[src/rtl/branch_pred_pkg.sv]
// Shared constants for the branch-history counter bank.
// Counter encodings, reset default and lookup address width.
package branch_pred_pkg;

  typedef enum logic [1:0] {
    SNT = 2'b00,
    WNT = 2'b01,
    WT  = 2'b10,
    ST  = 2'b11
  } ctr_state_e;

  localparam logic [1:0] CTR_INIT_DEF = 2'b01;
  localparam int         ADDR_W_DEF   = 3;

endpackage

[src/rtl/sat_counter_2bit.sv]
// One 2-bit saturating direction counter.
// MISPRED flags an enabled update whose outcome disagrees with the current MSB.
module sat_counter_2bit
  import branch_pred_pkg::*;
#(
  parameter logic [1:0] INIT = CTR_INIT_DEF
) (
  input  logic       CLOCK,
  input  logic       RESETN,
  input  logic       EN,
  input  logic       OUTCOME,
  output logic [1:0] STATE,
  output logic       MISPRED
);

  ctr_state_e r_state;
  ctr_state_e w_next;

  // state register, reset to the weak initial state
  always_ff @(posedge CLOCK or negedge RESETN) begin
    if (!RESETN) r_state <= ctr_state_e'(INIT);
    else         r_state <= w_next;
  end

  // step toward the resolved outcome, saturating at both ends
  always_comb begin
    w_next = r_state;
    if (EN) begin
      unique case (r_state)
        SNT: w_next = OUTCOME ? WNT : SNT;
        WNT: w_next = OUTCOME ? WT  : SNT;
        WT:  w_next = OUTCOME ? ST  : WNT;
        ST:  w_next = OUTCOME ? ST  : WT;
        default: w_next = r_state;
      endcase
    end
  end

  assign STATE   = r_state;
  assign MISPRED = EN & (OUTCOME != r_state[1]);

endmodule

[src/rtl/two_bit_counter_bank.sv]
// Bank of saturating branch counters with registered lookup.
// Also tracks saturating update and misprediction counts.
module two_bit_counter_bank
  import branch_pred_pkg::*;
#(
  parameter int         NUM_ENTRIES = 2,
  parameter int         ADDR_W      = ADDR_W_DEF,
  parameter logic [1:0] CTR_INIT    = CTR_INIT_DEF,
  parameter int         STAT_W      = 16
) (
  input  logic                   CLOCK,
  input  logic                   RESETN,
  input  logic [NUM_ENTRIES-1:0] UPD_EN,
  input  logic [NUM_ENTRIES-1:0] UPD_OUTCOME,
  input  logic                   LOOKUP_VALID,
  input  logic [ADDR_W-1:0]      LOOKUP_ADDR,
  output logic                   PREDICT,
  output logic                   PREDICT_VALID,
  output logic [STAT_W-1:0]      MISPRED_CNT,
  output logic [STAT_W-1:0]      UPDATE_CNT
);

  localparam logic [STAT_W:0] SAT_MAX =
    {1'b0, {STAT_W{1'b1}}};

  logic [1:0]             w_state [NUM_ENTRIES];
  logic [NUM_ENTRIES-1:0] w_mis;
  logic                   w_hit;
  logic                   w_msb;
  logic [STAT_W:0]        w_upd_inc;
  logic [STAT_W:0]        w_mis_inc;
  logic [STAT_W:0]        w_upd_sum;
  logic [STAT_W:0]        w_mis_sum;

  logic                   r_predict;
  logic                   r_pvalid;
  logic [STAT_W-1:0]      r_mis_cnt;
  logic [STAT_W-1:0]      r_upd_cnt;

  for (genvar g = 0; g < NUM_ENTRIES; g++) begin : g_ctr
    sat_counter_2bit #(
      .INIT    (CTR_INIT)
    ) u_ctr (
      .CLOCK   (CLOCK),
      .RESETN  (RESETN),
      .EN      (UPD_EN[g]),
      .OUTCOME (UPD_OUTCOME[g]),
      .STATE   (w_state[g]),
      .MISPRED (w_mis[g])
    );
  end

  // address i+1 selects entry i; anything else misses
  always_comb begin
    w_hit = 1'b0;
    w_msb = 1'b0;
    for (int i = 0; i < NUM_ENTRIES; i++) begin
      if (LOOKUP_ADDR == ADDR_W'(i + 1)) begin
        w_hit = 1'b1;
        w_msb = w_state[i][1];
      end
    end
  end

  // popcounts of applied updates and mispredictions
  always_comb begin
    w_upd_inc = '0;
    w_mis_inc = '0;
    for (int i = 0; i < NUM_ENTRIES; i++) begin
      w_upd_inc = w_upd_inc + (STAT_W+1)'(UPD_EN[i]);
      w_mis_inc = w_mis_inc + (STAT_W+1)'(w_mis[i]);
    end
    w_upd_sum = {1'b0, r_upd_cnt} + w_upd_inc;
    w_mis_sum = {1'b0, r_mis_cnt} + w_mis_inc;
  end

  // registered prediction, pre-update counter value
  always_ff @(posedge CLOCK or negedge RESETN) begin
    if (!RESETN) begin
      r_predict <= 1'b0;
      r_pvalid  <= 1'b0;
    end else begin
      r_pvalid  <= LOOKUP_VALID & w_hit;
      r_predict <= LOOKUP_VALID & w_hit & w_msb;
    end
  end

  // saturating statistics accumulators
  always_ff @(posedge CLOCK or negedge RESETN) begin
    if (!RESETN) begin
      r_upd_cnt <= '0;
      r_mis_cnt <= '0;
    end else begin
      r_upd_cnt <= (w_upd_sum > SAT_MAX) ?
        SAT_MAX[STAT_W-1:0] : w_upd_sum[STAT_W-1:0];
      r_mis_cnt <= (w_mis_sum > SAT_MAX) ?
        SAT_MAX[STAT_W-1:0] : w_mis_sum[STAT_W-1:0];
    end
  end

  assign PREDICT       = r_predict;
  assign PREDICT_VALID = r_pvalid;
  assign MISPRED_CNT   = r_mis_cnt;
  assign UPDATE_CNT    = r_upd_cnt;

endmodule

[config.mk]
export PLATFORM = sky130hd
export DESIGN_NAME = two_bit_counter_bank
export DESIGN_NICKNAME = d
export VERILOG_FILES = /design/src/rtl/branch_pred_pkg.sv /design/src/rtl/sat_counter_2bit.sv /design/src/rtl/two_bit_counter_bank.sv
export SDC_FILE = /design/constraint.sdc
export NUM_CORES = 1
export LEC_CHECK = 0
export ABC_AREA = 1
export ABC_CLOCK_PERIOD_IN_PS = 2100
export CAP_MARGIN = 15
export CORE_MARGIN = 10
export CORE_UTILIZATION = 25
export DETAILED_ROUTE_END_ITERATION = 10
export SLEW_MARGIN = 20
export SYNTH_ARGS = -nofsm -noshare
export SYNTH_HDL_FRONTEND = slang
export SYNTH_SLANG_ARGS = --single-unit
[constraint.sdc]
create_clock -name CLOCK -period 2.1 [get_ports CLOCK]
set_input_delay 0.21 -clock CLOCK [delete_from_list [all_inputs] [get_ports CLOCK]]
set_output_delay 0.21 -clock CLOCK [all_outputs]
set_load 0.03 [all_outputs]
After elaboration in Yosys (flattened, before gate mapping)

Cells that the tools add are included.

Bits in registers: 38
Input port bits: 10
Output and inout port bits: 34

$add $sub $neg: 4
Magnitude comparators: 2
Equal/unequal tests: 10
Multiplexer cells: 16
Bitwise operators: 4
Reductions and logical operators: 2

Operators by type and width:

| cell                   | number |
|---|---|
| $add A16 B2 Y17        | 2 |
| $gt A17 B16 Y1 const B | 2 |
| $mux W16               | 2 |
| $pmux W2 S4            | 2 |
| $eq A2 B2 Y1 const B   | 4 |
| $mux W1                | 8 |
| $mux W2                | 4 |
| $add A1 B1 Y2          | 2 |
| $and A1 B1 Y1          | 4 |
| $eq A2 B1 Y1 const B   | 2 |
| $logic_not A2 Y1       | 2 |
| $eq A3 B1 Y1 const B   | 1 |
| $eq A3 B2 Y1 const B   | 1 |
| $ne A1 B1 Y1           | 2 |

Logic depth before layout (Yosys ltp)

Gate-level depths: netlist of run 1.

Depth in word-level cells: 6
Gate-level depth with buffers: 13
Mapped depth without buffers: 13

Cells and area by module

Synthesis of run 1 repeated with hierarchy kept, for this count alone.

Cells, all modules: 269
Area, all modules: 2225.9 um^2

By module, submodules not included:

| module               | instances | cells an instance | area an instance (um^2) | sequential area each (um^2) |
|---|---|---|---|---|
| two_bit_counter_bank | 1         | 237               | 1990.7                  | 850.8 |
| sat_counter_2bit     | 2         | 16                | 117.6                   | 51.3 |

Least setup slack after synthesis of run 1

Ideal clock, no wire load.

Path type: flip-flop to flip-flop
Start point: reg g_ctr[0].u_ctr.r_state[1]
End point: reg r_mis_cnt[11], in the netlist MISPRED_CNT[11]
Setup time: 64 ps
Arrival: 2033 ps
Required time: 2036 ps
Setup slack: 4 ps
Stages on the path, launching flop included: 14
Period minus slack after synthesis: 2096 ps
Cells stage by stage: dfrtp_1 -> inv_1 -> a21oi_1 -> nand2_1 -> fa_1 -> inv_1 -> ha_1 -> nand3_2 -> inv_1 -> nand2_4 -> nor2_4 -> nand3_4 -> buf_6 -> nand2_2

Longest elaborated chain between the ends: 6

RTL lines:

| what                     | RTL line                   | text |
|---|---|---|
| start: declaration       | sat_counter_2bit.sv:16     | `ctr_state_e r_state;` |
| start signal: assignment | sat_counter_2bit.sv:21     | `if (!RESETN) r_state <= ctr_state_e'(INIT);` |
| start signal: assignment | sat_counter_2bit.sv:22     | `else r_state <= w_next;` |
| $ne A1 B1 Y1 *           | sat_counter_2bit.sv:40     | `assign MISPRED = EN & (OUTCOME != r_state[1]);` |
| $and A1 B1 Y1 *          | sat_counter_2bit.sv:40     |  |
| $add A1 B1 Y2 *          | two_bit_counter_bank.sv:71 | `w_mis_inc = w_mis_inc + (STAT_W+1)'(w_mis[i]);` |
| $add A16 B2 Y17 *        | two_bit_counter_bank.sv:74 | `w_mis_sum = {1'b0, r_mis_cnt} + w_mis_inc;` |
| $gt A17 B16 Y1           | two_bit_counter_bank.sv:96 | `r_mis_cnt <= (w_mis_sum > SAT_MAX) ?` |
| $mux W16 *               | two_bit_counter_bank.sv:96 |  |
| end signal: assignment   | two_bit_counter_bank.sv:96 |  |
| end: declaration         | two_bit_counter_bank.sv:37 | `logic [STAT_W-1:0] r_mis_cnt;` |

Mark *: on every way between the ends. The rest lies on a longest branch, timed or not.
A chain may end at the register's enable or synchronous reset.

Final worst setup path of run 1

Start point: reg g_ctr[1].u_ctr.r_state[1]
End point: reg r_mis_cnt[0], in the netlist MISPRED_CNT[0]

Longest elaborated chain between the ends: 6

RTL lines:

| what                     | RTL line |
|---|---|
| start: declaration       | sat_counter_2bit.sv:16 |
| start signal: assignment | sat_counter_2bit.sv:21 |
| start signal: assignment | sat_counter_2bit.sv:22 |
| $ne A1 B1 Y1 *           | sat_counter_2bit.sv:40 |
| $and A1 B1 Y1 *          | sat_counter_2bit.sv:40 |
| $add A1 B1 Y2 *          | two_bit_counter_bank.sv:71 |
| $add A16 B2 Y17 *        | two_bit_counter_bank.sv:74 |
| $gt A17 B16 Y1           | two_bit_counter_bank.sv:96 |
| $mux W16 *               | two_bit_counter_bank.sv:96 |

Marked as above.

==> flow_summary_export.csv, run 1 <==
group,metric,value,unit
outcome,status,"finished, final reports clean",
drt,wl_met2,2470,um
pwr,vdd_drop_max,0.442,mV
logic_synthesis,syn_nets,276,
critical_path,worstSetupPathType,"reg2reg",
final_layout,diodes,0,
placement,hpwl,4000,um
global_routing,grt_pass1_wl,8950,um
placement,gp_congestion,0.788,
critical_path,crit_required,2.33,ns
final_layout,syn_to_final_growth,41.7,%
timing,finalHoldViolCount,0,
drt,initialDrtViolationCount,43,
drt,ant_nets,0,
final_layout,fill_cells,863,
logic_synthesis,ys_ff_latch,38,
logic_synthesis,synth.distinct_cells,29,
floorplan,die_w,112,um
pwr,power_density,1060,nW/um^2
final_layout,nets,344,
global_routing,overflow,0,
global_routing,antenna_found_initial,0,
placement,place_area,2760,um^2
clock_tree,clock_sinks,38,
critical_path,path_delay_family,"simple AND/OR/NAND/NOR gates",
drt,routed-via-count,1878,
timing,fin_skew,0.0112,ns
clock_tree,cts.reportedPaths.clkPinSlew,0.08,ns
timing,holdWs,0.209,ns
logic_synthesis,ys_seq_area_frac,0.454,
pwr,p_leak,1.41,nW
timing,rsz0062_at_grt,"false",
critical_path,crit_buf_inv,2,
timing,max_freq,0.514,GHz
timing,relSlewSlack,0.667,
logic_synthesis,syn_area,2100,um^2
clock_tree,cts_root_buf,"clkbuf_8",
timing,tightest_slew,0.499,ns
floorplan,die-area,12500,um^2
hold_path,min-delay-path-class,"in2reg",
drt,drc,0,
job,maxCapViolations,0,
clock_tree,clockBufferDepth,2,
timing,period_share,0.926,
logic_synthesis,syn_avg_cell_area,8.01,um^2
global_routing,groute.usage.overall,0.0837,
placement,pre_cts_slack,-0.453,ns
drt,wl_met3,384,um
critical_path,endpoint_kind,"flip-flop",
timing,finalSetupViolCount,0,
critical_path,crit_top_cell,"inv_2",
critical_path,r2r_end,"MISPRED_CNT[0]",
critical_path,crit_fanout,7,
timing,tns,0,ns
drt,routedLengthMet1,2310,um
final_layout,drive_gt1_frac,0.190,
floorplan,ios,44,
clock_tree,numCtsBuffers,5,
logic_synthesis,syn_inst,262,
global_routing,grt_max_degree,21,
final_layout,final_core_util,0.364,
critical_path,crit_cells,11,
logic_synthesis,yosys_warnings,0,
critical_path,start_kind,"flip-flop",
critical_path,crit_path_end,"MISPRED_CNT[0]",
critical_path,slowest_delay,0.40,ns
critical_path,critical-path-slowest-cell,"dfrtp_1",
floorplan,initial_core_util,0.257,
timing,finalCriticalPeriod,1.95,ns
floorplan,die_height,112,um
clock_tree,cts.htree.levels,2,
floorplan,coreArea,8180,um^2
floorplan,rows,33,
critical_path,crit_path_start,"g_ctr[1].u_ctr.STATE[1]",
drt,wl_per_cell,11.9,um
placement,io_buffers,43,
critical_path,reg2reg_depth,11,
timing,layout_setup_ws,0.154,ns
clock_tree,cts_tree,"built",
drt,finalWirelength,5210,um
drt,drt_first_pass_iters,4,
critical_path,timing.rr.start,"g_ctr[1].u_ctr.STATE[1]",
critical_path,r2r_slack,0.15,ns
timing,finalMaxSlewViolations,0,
clock_tree,clock_latency,0.29,ns
drt,dr.max_layer_used,"met4",
critical_path,path_cells,"o21ai_2 > a21o_1 > fa_2 > inv_2 > ha_4 > nand3_2 > inv_2 > nand2_4 > nor2_4 > nand3_4 > nand2_2",
final_layout,design_area,2980,um^2
global_routing,grt_pass1_vias,1885,
critical_path,crit_arrival,2.17,ns
drt,viasPerCell,4.31,
worst min path at each step:
| stage | from | end | slack, ns | depth (start not counted) |
|---|---|---|---|---|
| floorplan | RESETN | MISPRED_CNT[0] | -0.09 | 0 |
| global placement | RESETN | MISPRED_CNT[7] | 0.20 | 1 |
| detailed placement | RESETN | MISPRED_CNT[7] | 0.20 | 1 |
| CTS | RESETN | MISPRED_CNT[7] | 0.41 | 2 |
| global route | UPD_EN[1] | g_ctr[1].u_ctr.STATE[0] | 0.24 | 3 |
| finish | UPD_EN[1] | g_ctr[1].u_ctr.STATE[0] | 0.21 | 3 |
placed cells by master, fill, tap and decap left out, types with 2 or more instances in the layout:
master,Yosys,layout
nand2_1,79,78
a21oi_1,3,2
xor2_1,8,8
o21bai_1,7,7
nand3_1,9,9
o22ai_1,2,2
xnor2_1,4,4
nand2_2,12,13
buf_4,0,18
nor2_1,35,34
dfstp_2,2,2
clkdlybuf4s50_1,0,38
o21ai_2,0,2
nand3_2,2,2
dfrtp_1,36,36
bufinv_16,0,2
inv_2,1,4
clkbuf_8,0,5
nand4_1,6,6
inv_1,31,28
dlymetal6s2s_1,0,4
nor2_4,3,3
nor2_2,2,3
o21ai_0,6,4
nand3_4,1,2
synthesized netlist by cell type:
| cell type | instances | area (um^2) |
|---|---|---|
| a21o_1 | 1 | 7.51 |
| a21oi_1 | 3 | 15.0 |
| a22o_1 | 1 | 8.76 |
| a31o_2 | 1 | 8.76 |
| buf_6 | 2 | 22.5 |
| dfrtp_1 | 36 | 901 |
| dfstp_2 | 2 | 52.6 |
| fa_1 | 2 | 40.0 |
| ha_1 | 2 | 25.0 |
| inv_1 | 31 | 116 |
| inv_2 | 1 | 3.75 |
| nand2_1 | 79 | 297 |
| nand2_2 | 12 | 75.1 |
| nand2_4 | 1 | 11.3 |
| nand3_1 | 9 | 45.0 |
| nand3_2 | 2 | 20.0 |
| nand3_4 | 1 | 17.5 |
| nand4_1 | 6 | 37.5 |
| nor2_1 | 35 | 131 |
| nor2_2 | 2 | 12.5 |
| nor2_4 | 3 | 33.8 |
| nor3_1 | 1 | 5.00 |
| o21ai_0 | 6 | 30.0 |
| o21ai_1 | 1 | 5.00 |
| o21bai_1 | 7 | 52.6 |
| o22ai_1 | 2 | 12.5 |
| o31ai_1 | 1 | 7.51 |
| xnor2_1 | 4 | 35.0 |
| xor2_1 | 8 | 70.1 |
report_power, final:
group          internal (W)  switching, W
Combinational      0.000566      0.000688
Clock              0.000476      0.000282
Sequential         0.000914      0.000216
logic make-up (layout without fill, tap and decap cells):
| family | after synthesis | after routing | synth area share |
|---|---|---|---|
| buf+inv | 34 | 102 | 0.0679 |
| xor+xnor | 12 | 12 | 0.0501 |
| compound gates | 23 | 23 | 0.0703 |
| simple gates | 151 | 152 | 0.327 |
| fa+ha+maj | 4 | 4 | 0.0310 |
| flops | 38 | 38 | 0.454 |
sequential cells by signal (all words and copies together), names as in the netlist:
name	cells
PREDICT	1
PREDICT_VALID	1
UPDATE_CNT	16
g_ctr.u_ctr.STATE	4
MISPRED_CNT	16
per-layer routing:
metal,GRT usage,vias up
met5,0,-
met4,0.0206,0
met3,0.0338,6
met2,0.136,41
met1,0.100,871
li1,-,960
per-stage QoR:
| stage | cells | power [W] |
|---|---|---|
| after floorplan | 262 | 0.00182 |
| after global placement | 425 | 0.00236 |
| after detailed placement | 425 | 0.00238 |
| after CTS | 435 | 0.00316 |
| after global routing | 436 | 0.00334 |
| final | 436 | 0.00314 |
worst register-to-register path, stage by stage, from the launching register on:
cell	delay [ns]
dfrtp_1	0.40
o21ai_2	0.09
a21o_1	0.17
fa_2	0.37
inv_2	0.07
ha_4	0.13
nand3_2	0.09
inv_2	0.09
nand2_4	0.05
nor2_4	0.14
nand3_4	0.17
nand2_2	0.11
area by class of cell:
cell class	count	area, um^2	share of cell area
timing repair buffer	62	581	0.195
multi-input combinational	191	1050	0.354
clock inverter	3	68.8	0.0231
clock buffer	5	68.8	0.0231
sequential	38	953	0.320
tap	105	131	0.0442
inverter	32	120	0.0404
timing repair:
action | CTS | global route
hold buffers | 1 | 0
setup endpoints to repair | 16 | 16
hold endpoints to repair | 17 | 0
pin swaps | 7 | 6
resized for setup | 8 | 10
gates cloned | 1 | 0
buffers inserted | 0 | 1
Note: power is estimated with default switching activity, not from simulation.
==> inputs of run 2 (changes only) <==
--- a/config.mk
+++ b/config.mk
@@ -8,7 +8,7 @@
 export ABC_AREA = 1
 export ABC_CLOCK_PERIOD_IN_PS = 2100
 export CAP_MARGIN = 15
-export CORE_MARGIN = 10
+export CORE_MARGIN = 4
 export CORE_UTILIZATION = 25
 export DETAILED_ROUTE_END_ITERATION = 10
 export SLEW_MARGIN = 20
==> run 2 against run 1 <==
Clock power up 2%. Power up 0.63%. Cell count unchanged. Combinational power about the same. Die area down 20%. Non-clock buffer count unchanged. Critical path type unchanged. Critical path depth up 1.
==> flow_summary_export.csv, run 2 (synthesis results as in run 1) <==
group,metric,value,unit
timing,tightest_slew,0.482,ns
pwr,power_density,1060,nW/um^2
floorplan,die-area,9930,um^2
clock_tree,cts_root_buf,"clkbuf_8",
final_layout,fill_cells,841,
drt,routed-via-count,1849,
placement,hpwl,3720,um
critical_path,crit_arrival,2.20,ns
clock_tree,cts_tree,"built",
placement,io_buffers,43,
critical_path,crit_required,2.33,ns
final_layout,nets,344,
drt,wl_per_cell,11.3,um
pwr,p_leak,1.40,nW
critical_path,crit_fanout,8,
drt,initialDrtViolationCount,34,
pwr,vdd_drop_max,0.417,mV
global_routing,antenna_found_initial,0,
final_layout,final_cell_mix,"nand2_1 (73), clkdlybuf4s50_1 (40), dfrtp_1 (36)",
critical_path,timing.rr.start,"g_ctr[0].u_ctr.STATE[1]",
clock_tree,clock_sinks,38,
timing,period_share,0.938,
global_routing,overflow,0,
floorplan,die_height,99.6,um
floorplan,coreArea,8180,um^2
floorplan,die_w,99.6,um
timing,max_freq,0.508,GHz
hold_path,min-delay-path-class,"in2reg",
clock_tree,clock_latency,0.29,ns
critical_path,slowest_delay,0.39,ns
global_routing,grt_pass1_wl,8490,um
placement,place_area,2760,um^2
hold_path,hold_start,"UPD_OUTCOME[1]",
global_routing,met3_usage,0.0266,
clock_tree,numCtsBuffers,5,
timing,finalSetupViolCount,0,
hold_path,hold_depth,3,
drt,ant_nets,0,
drt,drc,0,
clock_tree,cts.reportedPaths.clkPinSlew,0.08,ns
final_layout,design_area,2990,um^2
critical_path,endpoint_kind,"flip-flop",
critical_path,r2r_end,"MISPRED_CNT[15]",
clock_tree,clockBufferDepth,2,
floorplan,ios,44,
timing,finalCriticalPeriod,1.97,ns
final_layout,stdcell_count,436,
drt,drt_first_pass_iters,4,
placement,placed_cells,425,
timing,relSlewSlack,0.679,
global_routing,met1_usage,0.134,
critical_path,r2r_slack,0.13,ns
floorplan,initial_core_util,0.257,
critical_path,reg2reg_depth,12,
global_routing,groute.usage.overall,0.104,
drt,viasPerCell,4.24,
global_routing,grt_max_degree,21,
final_layout,syn_to_final_growth,42.6,%
clock_tree,cts.htree.levels,2,
final_layout,drive_gt1_frac,0.208,
timing,finalMaxSlewViolations,0,
critical_path,worstSetupPathType,"reg2reg",
job,maxCapViolations,0,
timing,fin_skew,0.00665,ns
drt,finalWirelength,4940,um
critical_path,critical-path-slowest-cell,"dfrtp_1",
global_routing,grt_pass1_vias,1830,
critical_path,start_kind,"flip-flop",
timing,finalHoldViolCount,0,
critical_path,path_cells,"buf_4 > nand2_2 > nand2_2 > fa_2 > inv_2 > ha_4 > nand3_2 > inv_2 > nand2_4 > nor2_4 > nand3_4 > nand2_1",
floorplan,rows,33,
final_layout,diodes,0,
global_routing,top_usage_layer,"met2",
outcome,status,"finished, final reports clean",
placement,gp_congestion,0.807,
global_routing,gr-usage-met2,0.176,
hold_path,min_to,"g_ctr[1].u_ctr.STATE[0]",
final_layout,layout_commonest_cell,"nand2_1",
[run 2: metrics by stage]
stage | setup WS (ns) | total power (W) | setup TNS, ns | hold WS, ns | util
final | 0.131 | 0.00316 | 0 | 0.276 | 0.366
after global routing | -0.0187 | 0.00337 | -0.0381 | 0.319 | 0.366
after CTS | 0.0162 | 0.00318 | 0 | 0.417 | 0.361
after detailed placement | -0.442 | 0.00236 | -8.28 | 0.202 | 0.338
after global placement | -0.357 | 0.00235 | -6.21 | 0.191 | 0.338
after floorplan | 0.00365 | 0.00182 | 0 | -0.0856 | -
[run 2: power breakdown]
group	switching [W]	internal [W]
clock network	0.000270	0.000507
registers	0.000212	0.000915
logic	0.000689	0.000571
[run 2: critical path, delay by kind of cell (launching register included)]
kind          cells  cell delay [ns]
simple gates      7             0.70
fa+ha+maj         2             0.49
flops             1             0.39
buf+inv           3             0.31
[run 2: timing repair]
| action | 4_1_cts | 5_1_grt |
|---|---|---|
| pin swaps | 4 | 11 |
| hold buffers | 1 | 0 |
| endpoints found under the hold margin | 19 | 0 |
| gates resized for setup | 7 | 16 |
| gates cloned | 1 | 0 |
| setup buffers | 1 | 0 |
| endpoints found under the setup margin | 15 | 15 |
[run 2: metal layers]
| metal | vias to the layer above | routed length (um) |
|---|---|---|
| met4 | 0 | 60 |
| met1 | 848 | 2290 |
| met3 | 7 | 211 |
| met5 | - | 0 |
| met2 | 35 | 2380 |
| li1 | 959 | - |
[run 2: cell type report]
type / instances / area, um^2 / share of cell area
inverter: 32 / 120 / 0.0401
multi-input combinational: 191 / 1070 / 0.357
timing repair buffer: 62 / 576 / 0.192
tap: 105 / 131 / 0.0439
clock inverter: 2 / 60.1 / 0.0201
clock buffer: 6 / 82.6 / 0.0276
sequential: 38 / 953 / 0.319
[run 2: worst max path at each step]
| stage | from | end | slack (ns) | cells past startpoint |
|---|---|---|---|---|
| 2_1_floorplan | g_ctr[0].u_ctr.STATE[1] | MISPRED_CNT[11] | 0.004 | 13 |
| 6_report | g_ctr[0].u_ctr.STATE[1] | MISPRED_CNT[15] | 0.13 | 12 |
| 4_1_cts | UPD_OUTCOME[0] | MISPRED_CNT[2] | 0.02 | 13 |
| 3_3_place_gp | UPD_OUTCOME[0] | MISPRED_CNT[2] | -0.36 | 13 |
| 3_5_place_dp | UPD_OUTCOME[0] | MISPRED_CNT[2] | -0.44 | 13 |
| 5_1_grt | g_ctr[0].u_ctr.STATE[1] | MISPRED_CNT[15] | -0.02 | 11 |
==> inputs of run 3 (changes only) <==
--- a/config.mk
+++ b/config.mk
@@ -11,6 +11,7 @@
 export CORE_MARGIN = 4
 export CORE_UTILIZATION = 25
 export DETAILED_ROUTE_END_ITERATION = 10
+export PLACE_DENSITY_LB_ADDON = 0.12
 export SLEW_MARGIN = 20
 export SYNTH_ARGS = -nofsm -noshare
 export SYNTH_HDL_FRONTEND = slang
==> run 3 against run 2 <==
Wire length increased by 2.2%. Power decreased by 7.4%. Clock power decreased by 31%. Cell count unchanged. Utilization decreased by 0.64 points. First-iteration DRC count increased by 26%. Largest cell class unchanged. Combinational power about the same.
==> flow_summary_export.csv, run 3 (synthesis results as in run 1) <==
group,metric,value,unit
final_layout,design_area,2940,um^2
timing,holdWs,0.245,ns
drt,routed-via-count,1788,
global_routing,grt_pass1_wl,8410,um
clock_tree,numCtsBuffers,5,
final_layout,diodes,0,
global_routing,top_usage_layer,"met2",
critical_path,r2r_end,"MISPRED_CNT[10]",
critical_path,crit_arrival,2.11,ns
timing,layout_setup_ws,0.155,ns
drt,viasPerCell,4.10,
final_layout,syn_to_final_growth,40.0,%
global_routing,grt_max_degree,21,
hold_path,hold_depth,3,
drt,drt_first_pass_iters,4,
drt,drc,0,
global_routing,overflow,0,
global_routing,antenna_found_initial,0,
hold_path,hold_start,"UPD_OUTCOME[0]",
timing,finalCriticalPeriod,1.94,ns
drt,finalWirelength,5050,um
floorplan,ios,44,
critical_path,crit_fanout,12,
clock_tree,cts.htree.levels,2,
final_layout,layout_commonest_cell,"nand2_1",
critical_path,r2r_slack,0.17,ns
pwr,finalPower,0.00293,W
placement,place_area,2770,um^2
timing,relSlewSlack,0.676,
critical_path,worstSetupPathType,"in2reg",
clock_tree,cts_tree,"built",
global_routing,grt_pass1_vias,1757,
global_routing,groute.usage.overall,0.105,
hold_path,min_to,"g_ctr[0].u_ctr.STATE[1]",
clock_tree,cts_root_buf,"clkbuf_8",
global_routing,met1_usage,0.139,
critical_path,start_kind,"input port",
floorplan,die-area,9930,um^2
clock_tree,clock_latency,0.29,ns
final_layout,nets,344,
clock_tree,clock_sinks,38,
floorplan,coreArea,8180,um^2
pwr,p_leak,1.37,nW
drt,initialDrtViolationCount,43,
placement,gp_congestion,0.788,
hold_path,min-delay-path-class,"in2reg",
timing,max_freq,0.514,GHz
timing,finalMaxSlewViolations,0,
placement,hpwl,3750,um
placement,io_buffers,43,
clock_tree,clockBufferDepth,2,
placement,pre_cts_slack,-0.416,ns
clock_tree,cts.reportedPaths.clkPinSlew,0.08,ns
critical_path,crit_required,2.27,ns
global_routing,met3_usage,0.0266,
pwr,vdd_drop_max,0.473,mV
drt,ant_nets,0,
outcome,status,"finished, final reports clean",
critical_path,timing.rr.start,"g_ctr[0].u_ctr.STATE[1]",
final_layout,drive_gt1_frac,0.184,
floorplan,rows,33,
timing,finalHoldViolCount,0,
final_layout,final_cell_mix,"nand2_1 (78), clkdlybuf4s50_1 (41), dfrtp_1 (36)",
final_layout,fill_cells,857,
timing,tightest_slew,0.486,ns
critical_path,endpoint_kind,"flip-flop",
floorplan,die_w,99.6,um
critical_path,reg2reg_depth,14,
drt,wl_per_cell,11.6,um
timing,finalSetupViolCount,0,
job,maxCapViolations,0,
timing,tns,0,ns
timing,fin_skew,0.00901,ns
floorplan,die_height,99.6,um
timing,period_share,0.926,
global_routing,gr-usage-met2,0.170,
pwr,power_density,996,nW/um^2
floorplan,initial_core_util,0.257,
-- run 3: what timing repair did --
| action | in CTS | in global routing |
|---|---|---|
| resized for setup | 7 | 8 |
| hold buffers | 1 | 0 |
| endpoints found under the hold margin | 17 | 0 |
| cloned | 1 | 0 |
| pin swaps | 1 | 4 |
| setup endpoints to repair | 16 | 16 |
| buffers inserted | 0 | 1 |
-- run 3: final cells by class --
type,count,area (um^2),area share
Clock buffer,6,82.6,0.0281
Clock inverter,2,12.5,0.00426
Inverter,32,120,0.0409
Multi-Input combinational cell,191,1050,0.359
Sequential cell,38,953,0.324
Tap cell,105,131,0.0447
Timing Repair Buffer,62,586,0.199
-- run 3: metrics by stage --
step                      instances  utilization
after floorplan                 262            -
after global placement          425        0.339
after detailed placement        425        0.339
after CTS                       435        0.356
after global routing            436        0.360
final                           436        0.360
-- run 3: worst max-delay path by stage --
stage / startpoint / to / slack (ns)
finish: UPD_EN[0] / UPDATE_CNT[2] / 0.16
global route: g_ctr[0].u_ctr.STATE[1] / MISPRED_CNT[12] / -0.02
CTS: UPD_EN[0] / MISPRED_CNT[2] / 0.04
detailed placement: UPD_EN[0] / MISPRED_CNT[2] / -0.42
global placement: UPD_OUTCOME[0] / MISPRED_CNT[2] / -0.37
floorplan: g_ctr[0].u_ctr.STATE[1] / MISPRED_CNT[11] / 0.004
-- run 3: report_power, final --
group / internal (W) / total, W / switching, W
Sequential: 0.000915 / 0.00113 / 0.000211
Combinational: 0.000577 / 0.00126 / 0.000687
Clock: 0.000264 / 0.000540 / 0.000276
-- run 3: metal layers --
metal	wire length, um	part of all wire
met1	2490	0.49
met2	2310	0.46
met3	222	0.044
met4	34	0.0067
met5	0	0
-- run 3: critical path, cell delays in order --
cell	delay (ns)
clkdlybuf4s50_1	0.43
buf_4	0.15
fa_1	0.45
ha_1	0.22
nand2_1	0.09
nor2_1	0.06
nand2_1	0.11
inv_1	0.06
nand3_2	0.20
o21ai_0	0.13
